[src/rtl/imem_loader_pkg.sv]
// -----------------------------------------------------------------------------
// imem_loader_pkg
// Shared definitions for the instruction-memory loader:
//   - SYNC_BYTE_DEFAULT : default frame start marker
//   - FRAME_HDR_LEN     : bytes in a frame header (sync + 16-bit count)
//   - state_t           : loader FSM state encoding
// Optional feature macro: IMEM_LOADER_CHECKSUM_EN adds the CHECK state.
// -----------------------------------------------------------------------------
package imem_loader_pkg;

  localparam logic [7:0]  SYNC_BYTE_DEFAULT = 8'hA5;
  localparam int unsigned FRAME_HDR_LEN     = 3;

  typedef enum logic [2:0] {
    ST_IDLE   = 3'd0,
    ST_CNT_LO = 3'd1,
    ST_CNT_HI = 3'd2,
    ST_DATA   = 3'd3,
    ST_WRITE  = 3'd4,
`ifdef IMEM_LOADER_CHECKSUM_EN
    ST_CHECK  = 3'd5,
`endif
    ST_DONE   = 3'd6
  } state_t;

endpackage

[src/rtl/imem_loader_if.sv]
// -----------------------------------------------------------------------------
// imem_loader_if
// Bundles the loader's byte-stream input, instruction-memory write port and
// status outputs.
//   byte_data/byte_valid/byte_ready : byte stream from the serial receiver
//   mem_we/mem_addr/mem_wdata       : instruction memory write port (word index)
//   cpu_hold/load_done/load_error   : core hold and load status
// Modports:
//   master : the loader (consumes bytes, drives memory and status)
//   slave  : the surrounding system (byte source, memory, core control)
// -----------------------------------------------------------------------------
interface imem_loader_if;

  logic [7:0]  byte_data;
  logic        byte_valid;
  logic        byte_ready;
  logic        mem_we;
  logic [31:0] mem_addr;
  logic [31:0] mem_wdata;
  logic        cpu_hold;
  logic        load_done;
  logic        load_error;

  modport master (
    input  byte_data, byte_valid,
    output byte_ready, mem_we, mem_addr, mem_wdata, cpu_hold, load_done, load_error
  );

  modport slave (
    output byte_data, byte_valid,
    input  byte_ready, mem_we, mem_addr, mem_wdata, cpu_hold, load_done, load_error
  );

endinterface

[src/rtl/imem_loader_word_assembler.sv]
// -----------------------------------------------------------------------------
// imem_loader_word_assembler
// Collects four bytes, LSB first, into a little-endian 32-bit word.
//   clk, reset : clock and asynchronous active-high reset
//   i_clear    : return to lane 0 and drop any partial word
//   i_valid    : i_byte is being accepted this cycle
//   i_byte     : incoming data byte
//   o_word     : word as it stands once i_byte lands in the current lane
//   o_complete : i_byte is the fourth byte, o_word is a full word
// -----------------------------------------------------------------------------
module imem_loader_word_assembler (
  input  logic        clk,
  input  logic        reset,
  input  logic        i_clear,
  input  logic        i_valid,
  input  logic [7:0]  i_byte,
  output logic [31:0] o_word,
  output logic        o_complete
);

  // Only the three earlier lanes need storage; lane 3 comes straight from i_byte.
  logic [23:0] r_bytes;
  logic [1:0]  r_lane;

  // Shift register and lane counter.
  always_ff @(posedge clk or posedge reset) begin
    if (reset) begin
      r_bytes <= 24'd0;
      r_lane  <= 2'd0;
    end else if (i_clear) begin
      r_bytes <= 24'd0;
      r_lane  <= 2'd0;
    end else if (i_valid) begin
      // Shift right so the oldest byte ends up in the lowest lane.
      r_bytes <= {i_byte, r_bytes[23:8]};
      r_lane  <= r_lane + 2'd1;
    end else begin
      r_bytes <= r_bytes;
      r_lane  <= r_lane;
    end
  end

  assign o_word     = {i_byte, r_bytes};
  assign o_complete = i_valid && (r_lane == 2'd3);

endmodule

[src/rtl/imem_loader.sv]
// -----------------------------------------------------------------------------
// imem_loader
// Frames a byte stream (SYNC, COUNT_LO, COUNT_HI, 4*COUNT data bytes), writes
// the little-endian words to instruction memory and holds the core in reset
// while a frame is in progress.
//   clk, reset : clock and asynchronous active-high reset
//   bus        : imem_loader_if.master (byte stream in, memory write port and
//                cpu_hold/load_done/load_error out; all outputs registered)
// Parameters: MEMORY_SIZE (bytes), SYNC_BYTE, TIMEOUT_CYCLES (>= 1).
// Optional feature: IMEM_LOADER_CHECKSUM_EN appends an XOR checksum byte to
// each frame that must match before load_done is raised.
// -----------------------------------------------------------------------------
module imem_loader
  import imem_loader_pkg::*;
#(
  parameter int unsigned MEMORY_SIZE    = 1024,
  parameter logic [7:0]  SYNC_BYTE      = SYNC_BYTE_DEFAULT,
  parameter int unsigned TIMEOUT_CYCLES = 100000
) (
  input  logic          clk,
  input  logic          reset,
  imem_loader_if.master bus
);

  localparam logic [16:0] LP_CAPACITY = 17'(MEMORY_SIZE / 4);
  // The idle counter only has to reach TIMEOUT_CYCLES-1 before it fires.
  localparam int unsigned LP_TMO_W = (TIMEOUT_CYCLES > 1) ? $clog2(TIMEOUT_CYCLES) : 1;
  localparam logic [LP_TMO_W-1:0] LP_TMO_LAST = LP_TMO_W'(TIMEOUT_CYCLES - 1);

  state_t              r_state;
  logic                r_byte_ready;
  logic                r_mem_we;
  logic [31:0]         r_mem_addr;
  logic [31:0]         r_mem_wdata;
  logic                r_cpu_hold;
  logic                r_load_done;
  logic                r_load_error;
  logic [15:0]         r_count;
  logic [15:0]         r_index;
  logic [LP_TMO_W-1:0] r_tmo;
`ifdef IMEM_LOADER_CHECKSUM_EN
  logic [7:0]          r_xor;
`endif

  logic        w_accept;
  logic        w_data_accept;
  logic [31:0] w_word;
  logic        w_complete;
  logic [15:0] w_count;
  logic        w_oversize;
  logic        w_tmo_hit;
  logic        w_last_word;

  assign w_accept      = bus.byte_valid && r_byte_ready;
  assign w_data_accept = w_accept && (r_state == ST_DATA);
  assign w_count       = {bus.byte_data, r_count[7:0]};
  assign w_oversize    = {1'b0, w_count} > LP_CAPACITY;
  assign w_tmo_hit     = (r_tmo == LP_TMO_LAST);
  assign w_last_word   = (r_index + 16'd1) == r_count;

  // The assembler is held clear outside DATA so every frame starts at lane 0.
  imem_loader_word_assembler u_word_assembler (
    .clk        (clk),
    .reset      (reset),
    .i_clear    (r_state != ST_DATA),
    .i_valid    (w_data_accept),
    .i_byte     (bus.byte_data),
    .o_word     (w_word),
    .o_complete (w_complete)
  );

  // Loader FSM; outputs are registered alongside the state they belong to.
  always_ff @(posedge clk or posedge reset) begin
    if (reset) begin
      r_state      <= ST_IDLE;
      r_byte_ready <= 1'b0;
      r_mem_we     <= 1'b0;
      r_mem_addr   <= 32'd0;
      r_mem_wdata  <= 32'd0;
      r_cpu_hold   <= 1'b0;
      r_load_done  <= 1'b0;
      r_load_error <= 1'b0;
      r_count      <= 16'd0;
      r_index      <= 16'd0;
      r_tmo        <= '0;
`ifdef IMEM_LOADER_CHECKSUM_EN
      r_xor        <= 8'd0;
`endif
    end else begin
      r_mem_we    <= 1'b0;
      r_load_done <= 1'b0;
      case (r_state)
        ST_IDLE: begin
          r_byte_ready <= 1'b1;
          r_tmo        <= '0;
          if (w_accept && (bus.byte_data == SYNC_BYTE)) begin
            r_state      <= ST_CNT_LO;
            r_cpu_hold   <= 1'b1;
            r_load_error <= 1'b0;
`ifdef IMEM_LOADER_CHECKSUM_EN
            r_xor        <= 8'd0;
`endif
          end
        end
        ST_CNT_LO: begin
          if (w_accept) begin
            r_count[7:0] <= bus.byte_data;
            r_tmo        <= '0;
            r_state      <= ST_CNT_HI;
          end else if (w_tmo_hit) begin
            r_state      <= ST_IDLE;
            r_cpu_hold   <= 1'b0;
            r_load_error <= 1'b1;
          end else begin
            r_tmo <= r_tmo + LP_TMO_W'(1);
          end
        end
        ST_CNT_HI: begin
          if (w_accept) begin
            r_count <= w_count;
            r_index <= 16'd0;
            r_tmo   <= '0;
            if (w_count == 16'd0) begin
`ifdef IMEM_LOADER_CHECKSUM_EN
              r_state      <= ST_CHECK;
`else
              r_state      <= ST_DONE;
              r_byte_ready <= 1'b0;
              r_load_done  <= 1'b1;
              r_cpu_hold   <= 1'b0;
`endif
            end else if (w_oversize) begin
              r_state      <= ST_IDLE;
              r_cpu_hold   <= 1'b0;
              r_load_error <= 1'b1;
            end else begin
              r_state <= ST_DATA;
            end
          end else if (w_tmo_hit) begin
            r_state      <= ST_IDLE;
            r_cpu_hold   <= 1'b0;
            r_load_error <= 1'b1;
          end else begin
            r_tmo <= r_tmo + LP_TMO_W'(1);
          end
        end
        ST_DATA: begin
          if (w_accept) begin
            r_tmo <= '0;
`ifdef IMEM_LOADER_CHECKSUM_EN
            r_xor <= r_xor ^ bus.byte_data;
`endif
            if (w_complete) begin
              // Stop accepting for the write cycle so the next byte lands after it.
              r_state      <= ST_WRITE;
              r_byte_ready <= 1'b0;
              r_mem_we     <= 1'b1;
              r_mem_addr   <= {16'd0, r_index};
              r_mem_wdata  <= w_word;
            end
          end else if (w_tmo_hit) begin
            r_state      <= ST_IDLE;
            r_cpu_hold   <= 1'b0;
            r_load_error <= 1'b1;
          end else begin
            r_tmo <= r_tmo + LP_TMO_W'(1);
          end
        end
        ST_WRITE: begin
          r_index <= r_index + 16'd1;
          if (w_last_word) begin
`ifdef IMEM_LOADER_CHECKSUM_EN
            r_state      <= ST_CHECK;
            r_byte_ready <= 1'b1;
`else
            r_state      <= ST_DONE;
            r_load_done  <= 1'b1;
            r_cpu_hold   <= 1'b0;
`endif
          end else begin
            r_state      <= ST_DATA;
            r_byte_ready <= 1'b1;
          end
        end
`ifdef IMEM_LOADER_CHECKSUM_EN
        ST_CHECK: begin
          if (w_accept) begin
            r_tmo <= '0;
            if (bus.byte_data == r_xor) begin
              r_state      <= ST_DONE;
              r_byte_ready <= 1'b0;
              r_load_done  <= 1'b1;
              r_cpu_hold   <= 1'b0;
            end else begin
              r_state      <= ST_IDLE;
              r_cpu_hold   <= 1'b0;
              r_load_error <= 1'b1;
            end
          end else if (w_tmo_hit) begin
            r_state      <= ST_IDLE;
            r_cpu_hold   <= 1'b0;
            r_load_error <= 1'b1;
          end else begin
            r_tmo <= r_tmo + LP_TMO_W'(1);
          end
        end
`endif
        ST_DONE: begin
          r_state      <= ST_IDLE;
          r_byte_ready <= 1'b1;
        end
        default: begin
          r_state      <= ST_IDLE;
          r_byte_ready <= 1'b0;
          r_cpu_hold   <= 1'b0;
        end
      endcase
    end
  end

  assign bus.byte_ready = r_byte_ready;
  assign bus.mem_we     = r_mem_we;
  assign bus.mem_addr   = r_mem_addr;
  assign bus.mem_wdata  = r_mem_wdata;
  assign bus.cpu_hold   = r_cpu_hold;
  assign bus.load_done  = r_load_done;
  assign bus.load_error = r_load_error;

endmodule

[src/flat_wrapper.sv]
// flat-port wrapper written by rule: the top's interface ports become plain ports
module imem_loader_flat import imem_loader_pkg::*;
#(
  parameter int unsigned MEMORY_SIZE    = 1024,
  parameter logic [7:0]  SYNC_BYTE      = SYNC_BYTE_DEFAULT,
  parameter int unsigned TIMEOUT_CYCLES = 100000
)
  (clk, reset, bus_byte_data, bus_byte_valid, bus_byte_ready, bus_mem_we, bus_mem_addr, bus_mem_wdata, bus_cpu_hold, bus_load_done, bus_load_error);
  imem_loader_if bus_i ();
  input  logic clk;
  input  logic reset;
  input wire logic [$bits(bus_i.byte_data)-1:0] bus_byte_data;
  input wire logic [$bits(bus_i.byte_valid)-1:0] bus_byte_valid;
  output wire logic [$bits(bus_i.byte_ready)-1:0] bus_byte_ready;
  output wire logic [$bits(bus_i.mem_we)-1:0] bus_mem_we;
  output wire logic [$bits(bus_i.mem_addr)-1:0] bus_mem_addr;
  output wire logic [$bits(bus_i.mem_wdata)-1:0] bus_mem_wdata;
  output wire logic [$bits(bus_i.cpu_hold)-1:0] bus_cpu_hold;
  output wire logic [$bits(bus_i.load_done)-1:0] bus_load_done;
  output wire logic [$bits(bus_i.load_error)-1:0] bus_load_error;
  assign bus_i.byte_data = bus_byte_data;
  assign bus_i.byte_valid = bus_byte_valid;
  assign bus_byte_ready = bus_i.byte_ready;
  assign bus_mem_we = bus_i.mem_we;
  assign bus_mem_addr = bus_i.mem_addr;
  assign bus_mem_wdata = bus_i.mem_wdata;
  assign bus_cpu_hold = bus_i.cpu_hold;
  assign bus_load_done = bus_i.load_done;
  assign bus_load_error = bus_i.load_error;
  imem_loader #(.MEMORY_SIZE(MEMORY_SIZE), .SYNC_BYTE(SYNC_BYTE), .TIMEOUT_CYCLES(TIMEOUT_CYCLES)) u_core (.clk(clk), .reset(reset), .bus(bus_i));
endmodule
[config.mk]
export PLATFORM = sky130hd
export DESIGN_NAME = imem_loader_flat
export DESIGN_NICKNAME = d
export VERILOG_FILES = /design/src/rtl/imem_loader_pkg.sv /design/src/rtl/imem_loader_if.sv /design/src/rtl/imem_loader_word_assembler.sv /design/src/rtl/imem_loader.sv /design/src/flat_wrapper.sv
export SDC_FILE = /design/constraint.sdc
export NUM_CORES = 1
export LEC_CHECK = 0
export CAP_MARGIN = 20
export CELL_PAD_IN_SITES_DETAIL_PLACEMENT = 1
export CELL_PAD_IN_SITES_GLOBAL_PLACEMENT = 1
export CORE_MARGIN = 2
export CORE_UTILIZATION = 38
export CTS_CLUSTER_DIAMETER = 40
export CTS_CLUSTER_SIZE = 20
export DETAILED_ROUTE_END_ITERATION = 12
export PLACE_DENSITY = 0.79
export SYNTH_ARGS = -nofsm -noshare
export SYNTH_HDL_FRONTEND = slang
export SYNTH_SLANG_ARGS = --single-unit
[constraint.sdc]
create_clock -name clk -period 4.4 [get_ports clk]
set_clock_uncertainty 0.15 [all_clocks]
set_input_delay 1.1 -clock clk [delete_from_list [all_inputs] [get_ports clk]]
set_output_delay 1.1 -clock clk [all_outputs]
set_load 0.01 [all_outputs]
==> metrics.md, run 1 <==
| Metric | Value |
|---|---|
| Total core area | `16410 sq um` |
| Final net count | `771` |
| Initial antenna violation count | `0` |
| Post-CTS Setup Repair Bufs | `0` |
| DRT iter0 DRCs | `319` |
| Yosys Warn Count | `0` |
| Antenna cells | `0` |
| Setup_tns | `0 ns` |
| Top_reg_cell synth | `dfrtp_1` |
| DRC | `0` |
| Critical path class | `in -> reg` |
| CTS clk-pin slew, worst paths | `0.06 ns` |
| CTS tree | `done` |
| Cell variety after synth | `56` |
| Delay of the slowest critical-path stage | `0.51 ns` |
| Crit path cell chain | `clkdlybuf4s50_1 > nand2_1 > buf_4 > nor2_1 > and2_1 > buf_4 > nand4b_1 > nand2_1 > a21oi_1 > o32ai_1` |
| RSZ-0062 raised after global routing | `no` |
| Port Buffers | `63` |
| Synth Area per Inst | `9.001 sq um` |
| Wire length of the first global-routing pass | `28760 um` |
| Worst hold path startpoint | `u_core.u_word_assembler.r_bytes[6]` |
| FMAX | `319.7 MHz` |
| Slew @ Worst Pin | `0.8964 ns` |
| Slew margin rel. | `40.02%` |
| Die Span Y | `132.8 um` |
| Outcome | `complete, no violations` |
| Pwr/cell area | `486.3 nW/um^2` |
| Vias in the first global route | `5622` |
| Clk sinks | `131` |
| CP Data Required Time | `4.56 ns` |
| Io pins | `80` |
| Crit share post-route | `71.09%` |
| Async SR Flop Fraction | `100.0%` |
| Final Wtd Congestion | `0.8636` |
| Vias per cell | `5.203` |
| Cts hold-fix bufs | `0` |
| Total global routing overflow | `0` |
| Crit. Startpoint | `bus_byte_valid` |
| Die Span X | `132.8 um` |
| Total die area | `17630 sq um` |
| Most common cell after layout, fill and taps aside | `nand2_1` |
| GRT Total Usage | `20.48%` |
| Fin. max-slew vios | `0` |
| Mapped Area | `6301 sq um` |
| Cell count after synthesis | `700` |
| Root Buffer | `clkbuf_16` |
| Post-synth EDFFs | `0` |
| Crit path capture type | `flip-flop` |
| Arr. time, crit path | `3.29 ns` |
| CP startpoint kind | `input pin` |
| Slowest library cell on the worst path | `clkdlybuf4s50_1` |
| Crit path max-delay family | `buffers and inverters` |
| Worst-skew pair later-pin latency | `0.42 ns` |
| Num CTS Buffers | `17` |
| Crit path max fanout | `29` |
| Most frequent cells in the layout | `nand2_1, dfrtp_1, clkdlybuf4s50_1` |
| Setup Viol. Count Final | `0` |
| Seq/Total Area, Yosys | `52.03%` |
| Total number of vias | `5151` |
| Wirelength per Cell | `17.27 um` |
| Final wirelength | `17100 um` |
| Final hold vios | `0` |
| Register bit total from synthesis | `131` |
| H-tree Lvls | `4` |
| Drt pass-1 iters | `4` |
| Clock buffer depth | `2` |
| Worst R2R Start | `u_core.r_index[0]` |
| Initial Util | `38.40%` |
| Post-Place Cells | `958` |
| Tmin final | `3.128 ns` |
| Leakage power | `3.397 nW` |
| Final Instance Count excl. Fillers | `990` |
| Pin count of the biggest net entering global routing | `49` |
| Peak VDD IR | `0.3055 mV` |
| Final ANT Viol Nets | `0` |
| Share of post-route cells with drive strength above 1 | `10.26%` |
| P&R area growth vs syn | `22.26%` |
| Worst hold path class | `reg -> reg` |
| Cts repair resizes | `0` |
| Row Count | `47` |
| Max-cap violation count | `0` |
| Number of buffers and inverters on the critical path | `3` |
| DP Wirelength | `11770 um` |
[cell type report]
type,instances,area (sq um)
clock buffers,17,425.4
clock inverters,15,195.2
fillers,1841,8703
inverters,7,30.03
multi-input cells,523,2739
flip-flops and latches,131,3278
well taps,220,275.3
repair buffers,77,760.7
[logic make-up after synthesis]
| group | share of synthesized area (%) |
|---|---|
| other | 0.05951 |
| AO/OA/AOI/OAI | 9.571 |
| XOR/XNOR | 5.004 |
| multiplexers | 3.197 |
| flip-flops | 52.03 |
| adder cells (fa/ha/maj) | 0.5958 |
| AND/OR/NAND/NOR | 24.15 |
| buffers and inverters | 5.401 |
[registers in the layout, indices dropped and copies added (netlist names), 2 cells and up]
| register | cells |
|---|---|
| u_core.r_index | 16 |
| u_core.r_state | 3 |
| u_core.r_tmo | 17 |
| u_core.u_word_assembler.r_lane | 2 |
| u_core.bus.mem_wdata | 32 |
| u_core.u_word_assembler.r_bytes | 24 |
| u_core.r_count | 16 |
| u_core.bus.mem_addr | 16 |
[cells in the mapped netlist, drive strengths merged, types with 2 or more instances]
library cell	instances	share of area, %
a21oi	43	3.5
o41ai	2	0.28
a31oi	3	0.30
and3	4	0.40
a311oi	2	0.38
o31ai	7	0.83
dfrtp	131	52
or3	6	0.60
nand2	225	13
a211oi	2	0.24
nor2b	2	0.20
xnor2	27	3.8
clkbuf	31	2.5
nor2	47	2.8
xor2	9	1.3
o211ai	2	0.24
and2	3	0.30
or4	3	0.42
o21ai	33	2.6
nand4	12	1.3
nor4	5	0.50
nor3	17	1.8
ha	3	0.60
buf	22	2.3
inv	7	0.42
o22ai	4	0.40
nand3	17	1.8
or2	2	0.20
mux2	17	3.0
[worst min-delay path, delay by kind of cell (launching register included)]
kind,cells,cell delay (ns)
and+or+nand+nor,2,0.10
DFF,1,0.34
[path summary, 6_finish.rpt]
path,end,slack [ns],cells past startpoint
setup / recovery,u_core.r_state[0],1.27,10
hold / removal,u_core.bus.mem_wdata[6],0.32,2
setup reg to reg,u_core.r_state[0],1.35,8
hold reg to reg,u_core.bus.mem_wdata[6],0.32,2
max in group asynchronous,u_core.bus.mem_wdata[27],2.26,3
min in group asynchronous,u_core.bus.mem_addr[13],1.04,2
[routing by layer]
metal | GRT usage, % | vias to the layer above | wire length, um
met5 | 0 | - | 0
met4 | 8.005 | 0 | 293
met2 | 34.14 | 114 | 8419
li1 | - | 2415 | -
met1 | 26.41 | 2599 | 7666
met3 | 3.946 | 23 | 723
[power breakdown]
| group | switching, mW | leakage, nW | total (mW) | internal, mW |
|---|---|---|---|---|
| Sequential | 0.187 | 1.78 | 1.52 | 1.33 |
| Clock | 0.584 | 0.303 | 1.49 | 0.909 |
| Combinational | 0.425 | 1.32 | 0.734 | 0.309 |
| Total | 1.20 | 3.40 | 3.75 | 2.55 |
[stage by stage]
step,setup slack [ns],hold slack (ns),power [mW],utilization (%),instance area [sq um]
after global placement,1.029,0.3137,2.203,43.17,7083
after CTS,1.315,0.3233,3.770,46.95,7704
after floorplan,1.527,0.2886,2.019,-,6361
after global routing,1.151,0.3444,3.914,46.95,7704
after detailed placement,0.9192,0.3102,2.256,43.17,7083
final,1.272,0.3192,3.746,46.95,7704
(Power assumes the default switching activity.)
==> inputs of run 2 (changes only) <==
Settings changed: CORE_UTILIZATION 38 to 42, PLACE_DENSITY 0.79 to 0.82.
Clock period 4.4 ns to 3.1 ns, I/O delays scaled along.
==> metrics.md, run 2 (synthesis results as in run 1) <==
| Metric | Value |
|---|---|
| Outcome | `complete, no violations` |
| Most frequent cells in the layout | `nand2_1, dfrtp_1, clkdlybuf4s50_1` |
| Worst-skew pair later-pin latency | `0.43 ns` |
| FF-to-FF setup slack | `0.20 ns` |
| Hold Path Sink | `u_core.bus.mem_wdata[4]` |
| Clock buffer depth | `2` |
| Slew @ Worst Pin | `0.7833 ns` |
| Hold path depth | `2` |
| Crit share post-route | `93.67%` |
| Drt pass-1 iters | `4` |
| DRT iter0 DRCs | `298` |
| Fin util | `53.22%` |
| Cts hold-fix bufs | `0` |
| Delay of the slowest critical-path stage | `0.57 ns` |
| Crit path max fanout | `6` |
| Row Count | `44` |
| Area of the multi-input gates | `2744 sq um` |
| Vias in the first global route | `5727` |
| Final net count | `781` |
| Clk sinks | `131` |
| Initial Util | `43.19%` |
| Met1 Routed Length | `7984 um` |
| Crit path cell chain | `ha_1 > xor2_1 > a311oi_1 > nand3_1 > a2111oi_0 > nand4_1 > or4_4 > nand2_1` |
| Worst-case reg-to-reg path depth | `8` |
| Critical path class | `reg -> reg` |
| FF-to-FF End | `u_core.bus.load_done` |
| Num CTS Buffers | `17` |
| Initial antenna violation count | `0` |
| Worst R2R Start | `u_core.r_index[1]` |
| Final wirelength | `18380 um` |
| Peak VDD IR | `0.3905 mV` |
| Area post-placement | `7138 sq um` |
| Die Span Y | `126.5 um` |
| Met2 WL | `9335 um` |
| Met3 wire length | `627 um` |
| Setup WS post-layout | `0.1963 ns` |
| DP Wirelength | `12010 um` |
| Post-CTS Setup Repair Bufs | `0` |
| Final Total Pwr | `5.348 mW` |
| H-tree Lvls | `4` |
| Io pins | `80` |
| Wirelength per Cell | `19.07 um` |
| Fillcell total | `1646` |
| Pwr/cell area | `688.8 nW/um^2` |
| Slew margin rel. | `47.59%` |
| Max reg flops | `32` |
| Final hold vios | `0` |
| FMAX | `344.4 MHz` |
| Pin count of the biggest net entering global routing | `80` |
| Wire length of the first global-routing pass | `30250 um` |
| CP Data Required Time | `3.30 ns` |
| Max-cap violation count | `0` |
| Worst hold path class | `reg -> reg` |
| Total die area | `16000 sq um` |
| Register area | `3278 sq um` |
| Most common cell after layout, fill and taps aside | `nand2_1` |
| Post-Place Cells | `932` |
| Leakage power | `3.456 nW` |
| Max Used Layer | `met4` |
| Port Buffers | `63` |
| CTS clk-pin slew, worst paths | `0.06 ns` |
| WHS | `0.3261 ns` |
| Vias per cell | `5.519` |
| Setup Viol. Count Final | `0` |
| P&R area growth vs syn | `23.23%` |
| Die Span X | `126.5 um` |
| Setup_tns | `0 ns` |
| RSZ-0062 raised after global routing | `no` |
| Arr. time, crit path | `3.10 ns` |
| Tmin final | `2.904 ns` |
| Slowest library cell on the worst path | `or4_4` |
| Antenna cells | `0` |
| CTS tree | `done` |
| Pre-CTS setup slack | `0.006967 ns` |
| CP startpoint kind | `flip-flop` |
| GRT Total Usage | `24.03%` |
| DRC | `0` |
| Fin. max-slew vios | `0` |
| Worst hold path startpoint | `u_core.bus.mem_wdata[4]` |
| Crit path capture type | `flip-flop` |
| Share of post-route cells with drive strength above 1 | `11.54%` |
| Final Wtd Congestion | `0.8655` |
| Total number of vias | `5320` |
| Root Buffer | `clkbuf_16` |
| Final design instance area without fill | `7765 sq um` |
| Total core area | `14590 sq um` |
| Final ANT Viol Nets | `0` |
| Total global routing overflow | `0` |
| Final Instance Count excl. Fillers | `964` |
-- run 2: cell types whose count changed in the layout (fill, tap and decap cells not counted) --
cell / before / now
clkinv_4: 3 / 4
buf_4: 12 / 20
nor3_2: 3 / 4
nor3_1: 13 / 12
clkinvlp_4: 2 / 3
clkbuf_8: 0 / 3
inv_6: 5 / 0
clkinv_2: 1 / 3
inv_8: 2 / 0
buf_12: 2 / 4
-- run 2: routing by layer --
metal  vias to the layer above  GRT usage [%]
met5                         -              0
met4                         0          9.632
met3                        27          4.597
met2                       106          41.05
met1                      2745          30.09
li1                       2442              -
-- run 2: cell type report --
| cell class | instances | share of cell area [%] |
|---|---|---|
| Clock buffer | 20 | 6.010 |
| Clock inverter | 12 | 1.998 |
| Inverter | 7 | 0.3867 |
| Multi-Input combinational cell | 523 | 35.34 |
| Sequential cell | 131 | 42.22 |
| Tap cell | 184 | 2.965 |
| Timing Repair Buffer | 87 | 11.09 |
-- run 2: what timing repair did --
action | in CTS | in global routing
endpoints found under the setup margin | 0 | 1
gates resized for setup | 0 | 1
endpoints found under the hold margin | 0 | 0
-- run 2: worst max path at each step --
stage	start	to	slack (ns)	cells past startpoint
6_report	u_core.r_index[1]	u_core.bus.load_done	0.20	8
5_1_grt	u_core.r_index[1]	u_core.r_state[2]	0.07	8
4_1_cts	u_core.r_index[1]	u_core.r_state[0]	0.15	8
3_5_place_dp	bus_byte_data[1]	u_core.r_state[0]	0.007	7
3_3_place_gp	bus_byte_data[1]	u_core.r_state[0]	0.18	7
2_1_floorplan	u_core.r_index[0]	u_core.r_state[2]	0.53	8
-- run 2: critical path, delay by kind of cell, from the launching register on --
family          cells  cell delay [ns]
simple gates        4             1.06
compound gates      2             0.64
flops               1             0.46
fa+ha+maj           1             0.35
xor+xnor            1             0.16
-- run 2: power breakdown --
group          switching, mW  internal (mW)  total (mW)  leakage [nW]
sequential             0.260           1.89        2.15          1.78
combinational          0.624          0.460        1.08          1.38
clock                  0.784           1.33        2.11         0.302
